`src/rtl/alu16bit_scheduler.sv`:
```
// Round-robin front end sharing one alu16bit between two requesters.
// One operation in flight; the response is held until its owner takes it.
module alu16bit_scheduler #(
  parameter int unsigned ALU_LATENCY = 1
) (
  input  logic        clk,
  input  logic        reset,
  input  logic        req_valid_0,
  input  logic        req_valid_1,
  output logic        req_ready_0,
  output logic        req_ready_1,
  input  logic [2:0]  req_op_0,
  input  logic [2:0]  req_op_1,
  input  logic [15:0] req_a_0,
  input  logic [15:0] req_a_1,
  input  logic [15:0] req_b_0,
  input  logic [15:0] req_b_1,
  output logic        rsp_valid_0,
  output logic        rsp_valid_1,
  input  logic        rsp_ready_0,
  input  logic        rsp_ready_1,
  output logic [31:0] rsp_result,
  output logic        rsp_carry,
  output logic        rsp_zero,
  output logic [2:0]  alu_operation,
  output logic [15:0] alu_operand_A,
  output logic [15:0] alu_operand_B,
  input  logic [31:0] alu_result,
  input  logic        alu_carry_flag,
  input  logic        alu_zero_flag,
  output logic        busy,
  output logic        owner,
  output logic [1:0]  fsm_state
);

  // Handshakes: a transfer happens on a rising edge where valid and ready are
  // both high; a requester keeps valid and its payload stable until ready.
  typedef enum logic [1:0] {
    IDLE = 2'd0,
    WAIT = 2'd1,
    RESP = 2'd2
  } state_t;

  state_t     state;
  logic       prio;
  logic [2:0] cnt;
  logic       grant_0;
  logic       grant_1;
  logic       owner_ready;

  always_comb begin
    grant_0     = req_valid_0 && (!prio || !req_valid_1);
    grant_1     = req_valid_1 && (prio || !req_valid_0);
    owner_ready = owner ? rsp_ready_1 : rsp_ready_0;
  end

  // Gated by reset so the ready outputs read 0 while reset is asserted.
  assign req_ready_0 = reset && (state == IDLE) && grant_0;
  assign req_ready_1 = reset && (state == IDLE) && grant_1;
  assign rsp_valid_0 = (state == RESP) && !owner;
  assign rsp_valid_1 = (state == RESP) && owner;
  assign busy        = (state != IDLE);
  assign fsm_state   = state;

  always_ff @(posedge clk or negedge reset) begin
    if (!reset) begin
      state         <= IDLE;
      prio          <= 1'b0;
      cnt           <= 3'd0;
      owner         <= 1'b0;
      alu_operation <= 3'd0;
      alu_operand_A <= 16'd0;
      alu_operand_B <= 16'd0;
      rsp_result    <= 32'd0;
      rsp_carry     <= 1'b0;
      rsp_zero      <= 1'b0;
    end else begin
      case (state)
        IDLE: begin
          if (grant_0 || grant_1) begin
            alu_operation <= grant_1 ? req_op_1 : req_op_0;
            alu_operand_A <= grant_1 ? req_a_1 : req_a_0;
            alu_operand_B <= grant_1 ? req_b_1 : req_b_0;
            owner         <= grant_1;
            cnt           <= 3'(ALU_LATENCY);
            state         <= WAIT;
          end
        end
        WAIT: begin
          // cnt hits zero on the edge after the ALU pipeline has drained.
          if (cnt == 3'd0) begin
            rsp_result <= alu_result;
            rsp_carry  <= alu_carry_flag;
            rsp_zero   <= alu_zero_flag;
            state      <= RESP;
          end else begin
            cnt <= cnt - 3'd1;
          end
        end
        RESP: begin
          if (owner_ready) begin
            prio  <= ~owner;
            state <= IDLE;
          end
        end
        default: state <= IDLE;
      endcase
    end
  end

endmodule

```
`config.mk`:
```
export PLATFORM = sky130hd
export DESIGN_NAME = alu16bit_scheduler
export DESIGN_NICKNAME = d
export VERILOG_FILES = /design/src/rtl/alu16bit_scheduler.sv
export SDC_FILE = /design/constraint.sdc
export NUM_CORES = 1
export LEC_CHECK = 0
export CORE_MARGIN = 2
export CORE_UTILIZATION = 40
export DETAILED_ROUTE_END_ITERATION = 6
export PLACE_DENSITY = 0.81
export SLEW_MARGIN = 10
export SYNTH_ARGS = -nofsm -noshare
export SYNTH_HDL_FRONTEND = slang
export SYNTH_SLANG_ARGS = --single-unit
```
`constraint.sdc`:
```
create_clock -name clk -period 1.8 [get_ports clk]
set_input_delay 0.45 -clock clk [delete_from_list [all_inputs] [get_ports clk]]
set_output_delay 0.45 -clock clk [all_outputs]
set_load 0.03 [all_outputs]
```
# After elaboration in Yosys (flattened, before gate mapping)
# Cells that the tools add are included.
# op_classes
addsub,1
bitwise,1
n_reduce_logical,23
muxes,11
n_eq_ne,6
# op_table
op,n
16-bit two-way mux,2
3-bit two-way mux,3
1-bit logical AND,7
2-bit two-way mux,3
"2-bit != test, second input constant",3
2-bit one-hot mux with 3 select lines,1
3-bit one-hot mux with 2 select lines,1
2-bit AND reduction,3
3-bit AND reduction,2
1-bit zero test,4
2-bit nonzero test,2
3-bit zero test,1
1-bit logical OR,3
"3-bit by 1-bit subtractor with 3-bit output, second input constant",1
"2-bit by 1-bit == test with 1-bit output, second input constant",1
"2-bit == test, second input constant",1
2-bit zero test,1
"2-bit by 1-bit != test with 1-bit output, second input constant",1
1-bit two-way mux,1
1-bit inverter,1
# word_totals
wordCells,52
ff_bits,76
inputBits,110

# Logic depth before layout (Yosys ltp)
# Gate-level depths: netlist of the first run.
# logic_depth
ltp_word,6
ltp_mapped,6
mapped_depth_nobuf,5

# Worst setup path after synthesis of the first run
# No wires, ideal clock.
# synth_path
path_type,register to output
start,"register state[0], in the netlist fsm_state[0]"
end,output req_ready_1
arrival_time_ns,1.400
slack_ns,-0.050
path_stages_with_launch,5
cell_sequence,dfrtp_1 -> nor2_2 -> buf_4 -> buf_2 -> and3_1
# synth_between
elab_chain_cells,3
# synth_rtl
item,line_no,text
from (decl),44,state_t state;
from (signal assigned),67,state <= IDLE;
from (signal assigned),86,state <= WAIT;
from (signal assigned),95,state <= RESP;
2-bit zero test,59,assign req_ready_1 = reset && (state == IDLE) && grant_1;
1-bit logical AND (2 in series),59,
to (decl),11,"output logic req_ready_1,"
# Every way passes these cells.

# Worst setup path after layout of the first run
# layout_path
start,"register state[0], in the netlist fsm_state[0]"
end,output req_ready_0
# layout_between
elab_chain_cells,3
# layout_rtl
item,line_no,text
2-bit zero test,58,assign req_ready_0 = reset && (state == IDLE) && grant_0;
1-bit logical AND (2 in series),58,
to (decl),10,"output logic req_ready_0,"
# Every way passes these cells.

==> results.cfg, run 1 <==
[logic_synthesis]
synth_cells = 320
synth_edf_count = 0
synth_top_flop_cell = dfrtp_1
seq_area_frac_synth = 0.522
ys_ff_latch = 76
ys_warn_count = 0
async_flop_share = 1.00
synth.avg_cell_area_um2 = 11.4
ys_types = 33
synth_area_mm2 = 0.00364
syn-num-nets = 432

[sta]
setup_viol = 0
finClkSkew_ns = 0.00891
whs_ns = 0.0963
fin_crit_sh = 0.985
tightest_slew_ns = 0.756
hold_violations = 0
drv_slew = 0
fin_crit_ns = 1.77
rsz0062_at_grt = true
slew_headroom = 0.496
setup_tns_ns = 0
max_freq_mhz = 564

[floorplan]
rows = 34
core_mm2 = 0.00876
start_util = 0.416
io_pins = 187
die_height_um = 99.4
die_x_um = 99.4
die_area_mm2 = 0.00989

[power]
combPwrFrac = 0.577
seqPwrFrac = 0.299
p_leak_nw = 2.42
clkPwrFrac = 0.124
power.density_mw_per_mm2 = 1750
peakVddDrop_v = 0.000673
swShare = 0.451
p_int_w = 0.00560
p_switching_w = 0.00461

[setup_path]
cp_max_fo = 5
required_ns = 1.35
start_kind = flip-flop
r2r_cells = 5
cp.depth = 3
path_cells = nor2_4, and4_1, buf_6
cp_data_arrival_time_ns = 1.32
crit_path_max_incr_delay_ns = 0.45
cp-end-kind = primary output
worst-setup-path-type = reg2out
path_buf_inv = 1
cp_slowest_cell = dfrtp_2
cp_top_family = flip-flops

[clock_network]
cts-buffers-inserted = 9
cts_buffer_depth = 2
insertion_delay_ns = 0.34
path_clk_slew_ns = 0.08
htreeDepth = 3
root_buffer = clkbuf_8
cts_tree = done
clock_sinks = 76

[routing]
drc = 0
maxUsedRoutingLayer = met4
met3WireLength_um = 876
drt_first_pass_iters = 4
antenna_left = 0
drt_iter0_markers = 120
totalWireLength_um = 10700
num_vias = 3261
viasPerCell = 5.25
wl_per_cell_um = 17.3
wl_met2_um = 5490
wirelength_met1_um = 4340

[cells_and_area]
antennaDiodeCount = 0
fillers = 726
multi_input_area_mm2 = 0.00157
nets = 621
syn2layout_area_growth_pct = 59.7
drive_gt1_frac = 0.187
seqCellArea_mm2 = 0.00191

[job]
maxCapViolCount = 0

[grt]
grt_pass1_wl_um = 17100
overflow = 0
grt_use_total = 0.221
grt_pass1_vias = 3394
grt_max_degree = 62
grt_antenna_before_repair = 0

[placed_design]
gp_congestion = 0.758
numPortBuffers = 186
hpwlAfterDp_um = 7820

[status]
status = complete, no violations

[hold_path]
hold_path.class = in2async
==> metal layers <==
| layer | track usage | up-vias |
|---|---|---|
| met4 | 0.0506 | 0 |
| met3 | 0.0611 | 4 |
| met2 | 0.394 | 146 |
| li1 | - | 1546 |
| met5 | 0 | - |
| met1 | 0.267 | 1565 |
==> what timing repair did <==
action / 4_1_cts / 5_1_grt
endpoints found under the hold margin: 0 / 0
endpoints found under the setup margin: 75 / 4
setup buffers: 4 / 2
hold buffers: 0 / 0
pin swaps: 2 / 3
gates cloned: 0 / 0
resized for setup: 81 / 2
==> final timing paths <==
check	endpoint	start	slack, ns
max	req_ready_0	fsm_state[0]	0.03
min	prio	reset	0.1
max reg2reg	rsp_result[17]	fsm_state[1]	0.16
min reg2reg	rsp_result[1]	rsp_result[1]	0.48
max in group asynchronous	fsm_state[0]	reset	0.93
min in group clk	rsp_result[1]	rsp_result[1]	0.48
==> kinds of logic (layout without fill, tap and decap cells) <==
kind of cell | Yosys count | after routing | share of synthesized area
compound gates | 114 | 114 | 0.224
fa+ha+maj | 2 | 2 | 0.00687
buf+inv | 37 | 230 | 0.0532
flops | 76 | 76 | 0.522
mux | 35 | 35 | 0.109
simple gates | 56 | 56 | 0.0852
==> state kept, by name (all words and copies together) (netlist names) <==
signal,count
owner,1
rsp_result,32
fsm_state,2
rsp_carry,1
cnt,3
alu_operand_A,16
rsp_zero,1
alu_operand_B,16
prio,1
alu_operation,3
==> area by class of cell <==
cell class | instances | share of cell area
repair buffers | 208 | 0.342
flip-flops and latches | 76 | 0.327
multi-input cells | 207 | 0.270
well taps | 108 | 0.0232
clock buffers | 9 | 0.0213
clock inverters | 6 | 0.0114
inverters | 7 | 0.00452
==> power by group through the flow <==
stage / sequential, W / clock (W) / combinational (W)
3_5_place_dp: 0.00312 / 0 / 0.00639
4_1_cts: 0.00307 / 0.00129 / 0.00591
3_3_place_gp: 0.00308 / 0 / 0.00626
6_report: 0.00305 / 0.00126 / 0.00590
5_1_grt: 0.00318 / 0.00138 / 0.00628
2_1_floorplan: 0.00470 / 0 / 0.00215
==> layout by cell type, fill, tap and decap left out, types with 6 or more instances in the layout <==
| cell | n |
|---|---|
| a31oi_1 | 6 |
| a31oi_2 | 30 |
| clkdlybuf4s50_1 | 106 |
| dfrtp_1 | 73 |
| mux2_2 | 12 |
| a21oi_1 | 37 |
| mux2_1 | 22 |
| inv_1 | 7 |
| o21ai_0 | 37 |
| buf_4 | 21 |
| clkbuf_8 | 9 |
| dlygate4sd2_1 | 74 |
| nand3_1 | 35 |
==> through the flow <==
stage	std cells	power (W)	instance area (µm²)	setup slack, ns	utilization
5_1_grt	621	0.0108	5820	-0.0269	0.664
4_1_cts	619	0.0103	5800	-0.000637	0.662
6_report	621	0.0102	5820	0.0274	0.664
3_5_place_dp	600	0.00952	5650	-0.251	0.645
3_3_place_gp	600	0.00935	5650	-0.226	0.645
2_1_floorplan	320	0.00685	3640	0.00652	-
==> synthesized netlist by cell type (4+ instances only) <==
cell type | number | share of area
a21oi_1 | 37 | 0.051
buf_4 | 4 | 0.0082
a31oi_1 | 6 | 0.010
inv_1 | 7 | 0.0072
clkbuf_1 | 13 | 0.013
nand3_1 | 35 | 0.048
buf_2 | 8 | 0.011
a31oi_2 | 30 | 0.10
mux2_1 | 22 | 0.068
buf_6 | 4 | 0.012
dfrtp_1 | 76 | 0.52
o21ai_0 | 37 | 0.051
mux2_2 | 12 | 0.037
No activity file was read; power rests on OpenSTA's default activity.
==> inputs of run 2 (changes only) <==
SKIP_CTS_REPAIR_TIMING = 1   (was default)
==> run 2 against run 1 <==
Combinational power up 7.6%. Global-route usage is 0.24 points lower. Sequential cell count is the same. Sequential power barely moved. Highest routed layer unchanged. Critical path depth unchanged. Sequential share of layout area down 1.4 points. Hold slack got worse by 0.013 ns. Final cell count shrank 0.16%. Wire length increased by 3.0%. Via count rose by 0.86%. Clock power about the same. Cell area increased by 4.6%.
==> results.cfg, run 2 (synthesized netlist as in run 1, its figures left out) <==
[setup_path]
cp_slowest_cell = dfrtp_2
required_ns = 1.35
crit_path_max_incr_delay_ns = 0.45
r2r_end = cnt[2]
cp-startpoint = fsm_state[1]
path_cells = nor2_4, and4_1, buf_6
r2r_cells = 5
cp_top_family = flip-flops
cp-endpoint = req_ready_0
cp_max_fo = 5
path_buf_inv = 1
r2r_setup_slack_ns = 0.17
r2r_start = fsm_state[1]
cp_data_arrival_time_ns = 1.34
cp.depth = 3
worst-setup-path-type = reg2out
cp-end-kind = primary output
start_kind = flip-flop

[grt]
grt_use_total = 0.219
overflow = 0
grt_max_degree = 62
grt_pass1_vias = 3376
grt_pass1_wl_um = 16900
grt_antenna_before_repair = 0

[placed_design]
gp_congestion = 0.758
numPortBuffers = 186
placed_area_mm2 = 0.00565
hpwlAfterDp_um = 7820

[power]
p_leak_nw = 2.97
power.density_mw_per_mm2 = 1760
peakVddDrop_v = 0.000718

[clock_network]
cts_tree = done
insertion_delay_ns = 0.34
clock_sinks = 76
path_clk_slew_ns = 0.09
root_buffer = clkbuf_8
cts-buffers-inserted = 9
htreeDepth = 3
cts_buffer_depth = 2

[routing]
drc = 0
wl_per_cell_um = 17.8
num_vias = 3289
drt_iter0_markers = 101
viasPerCell = 5.30
drt_first_pass_iters = 4
totalWireLength_um = 11100
antenna_left = 0

[cells_and_area]
drive_gt1_frac = 0.186
final_cell_mix = clkdlybuf4s50_1 (106), dlymetal6s2s_1 (74), dfrtp_1 (73)
seqCellArea_mm2 = 0.00191
top_register = rsp_result
antennaDiodeCount = 0
layout_commonest_cell = clkdlybuf4s50_1
largest_reg_flops = 32
multi_input_area_mm2 = 0.00157
syn2layout_area_growth_pct = 67.0
fillers = 650
reg_top3 = rsp_result (32), alu_operand_A (16), alu_operand_B (16)
stdcell_area_mm2 = 0.00608
nets = 620
utilization = 0.694

[status]
status = complete, no violations

[sta]
fin_crit_sh = 0.993
finClkSkew_ns = 0.0117
slew_headroom = 0.493
fin_crit_ns = 1.79
max_freq_mhz = 560
tightest_slew_ns = 0.761
rsz0062_at_grt = true
hold_violations = 0
setup_viol = 0
drv_slew = 0

[floorplan]
io_pins = 187
die_height_um = 99.4
die_area_mm2 = 0.00989
rows = 34
start_util = 0.416
core_mm2 = 0.00876
die_x_um = 99.4

[job]
maxCapViolCount = 0

[hold_path]
hold_path.class = in2async
==> run 2: layout make-up <==
class | count | share of cell area
Multi-Input combinational cell | 207 | 0.258
Clock buffer | 9 | 0.0204
Tap cell | 108 | 0.0222
Clock inverter | 6 | 0.0109
Timing Repair Buffer | 207 | 0.371
Sequential cell | 76 | 0.313
Inverter | 7 | 0.00432
==> run 2: worst min path at each step <==
stage                     start               end  slack, ns  cells past startpoint
after floorplan           reset  alu_operand_A[0]       0.15                      0
final                     reset              prio       0.08                      2
after global placement    reset      fsm_state[1]       0.46                      2
after global routing      reset      fsm_state[1]       0.09                      2
after CTS                 reset      fsm_state[1]       0.08                      2
after detailed placement  reset      fsm_state[1]       0.46                      2
==> run 2: worst reg2reg max path, cell delays in order, from the launching register on <==
cell     delay, ns
dfrtp_2       0.45
nor2_4        0.17
buf_4         0.18
buf_4         0.23
a22oi_1       0.18
a211o_1       0.31
==> run 2: per-layer routing <==
metal	wire length (µm)	global-route usage
met4	54	0.0506
met1	4490	0.268
met3	881	0.0597
met5	0	0
met2	5640	0.385
==> run 2: metrics by stage <==
step / power, W / cells / hold WS [ns] / setup TNS, ns / setup WS (ns)
6_report: 0.0107 / 620 / 0.0829 / 0 / 0.0128
4_1_cts: 0.0108 / 615 / 0.0847 / -3.73 / -0.252
5_1_grt: 0.0113 / 620 / 0.0930 / -0.0371 / -0.0295
3_5_place_dp: 0.00952 / 600 / 0.460 / -4.56 / -0.251
3_3_place_gp: 0.00935 / 600 / 0.463 / -3.26 / -0.226
2_1_floorplan: 0.00685 / 320 / 0.154 / 0 / 0.00652
==> run 2: report_power, final <==
part	total, W	internal, W	switching [W]
clock network	0.00127	0.000632	0.000642
registers	0.00306	0.00259	0.000472
logic	0.00635	0.00281	0.00353
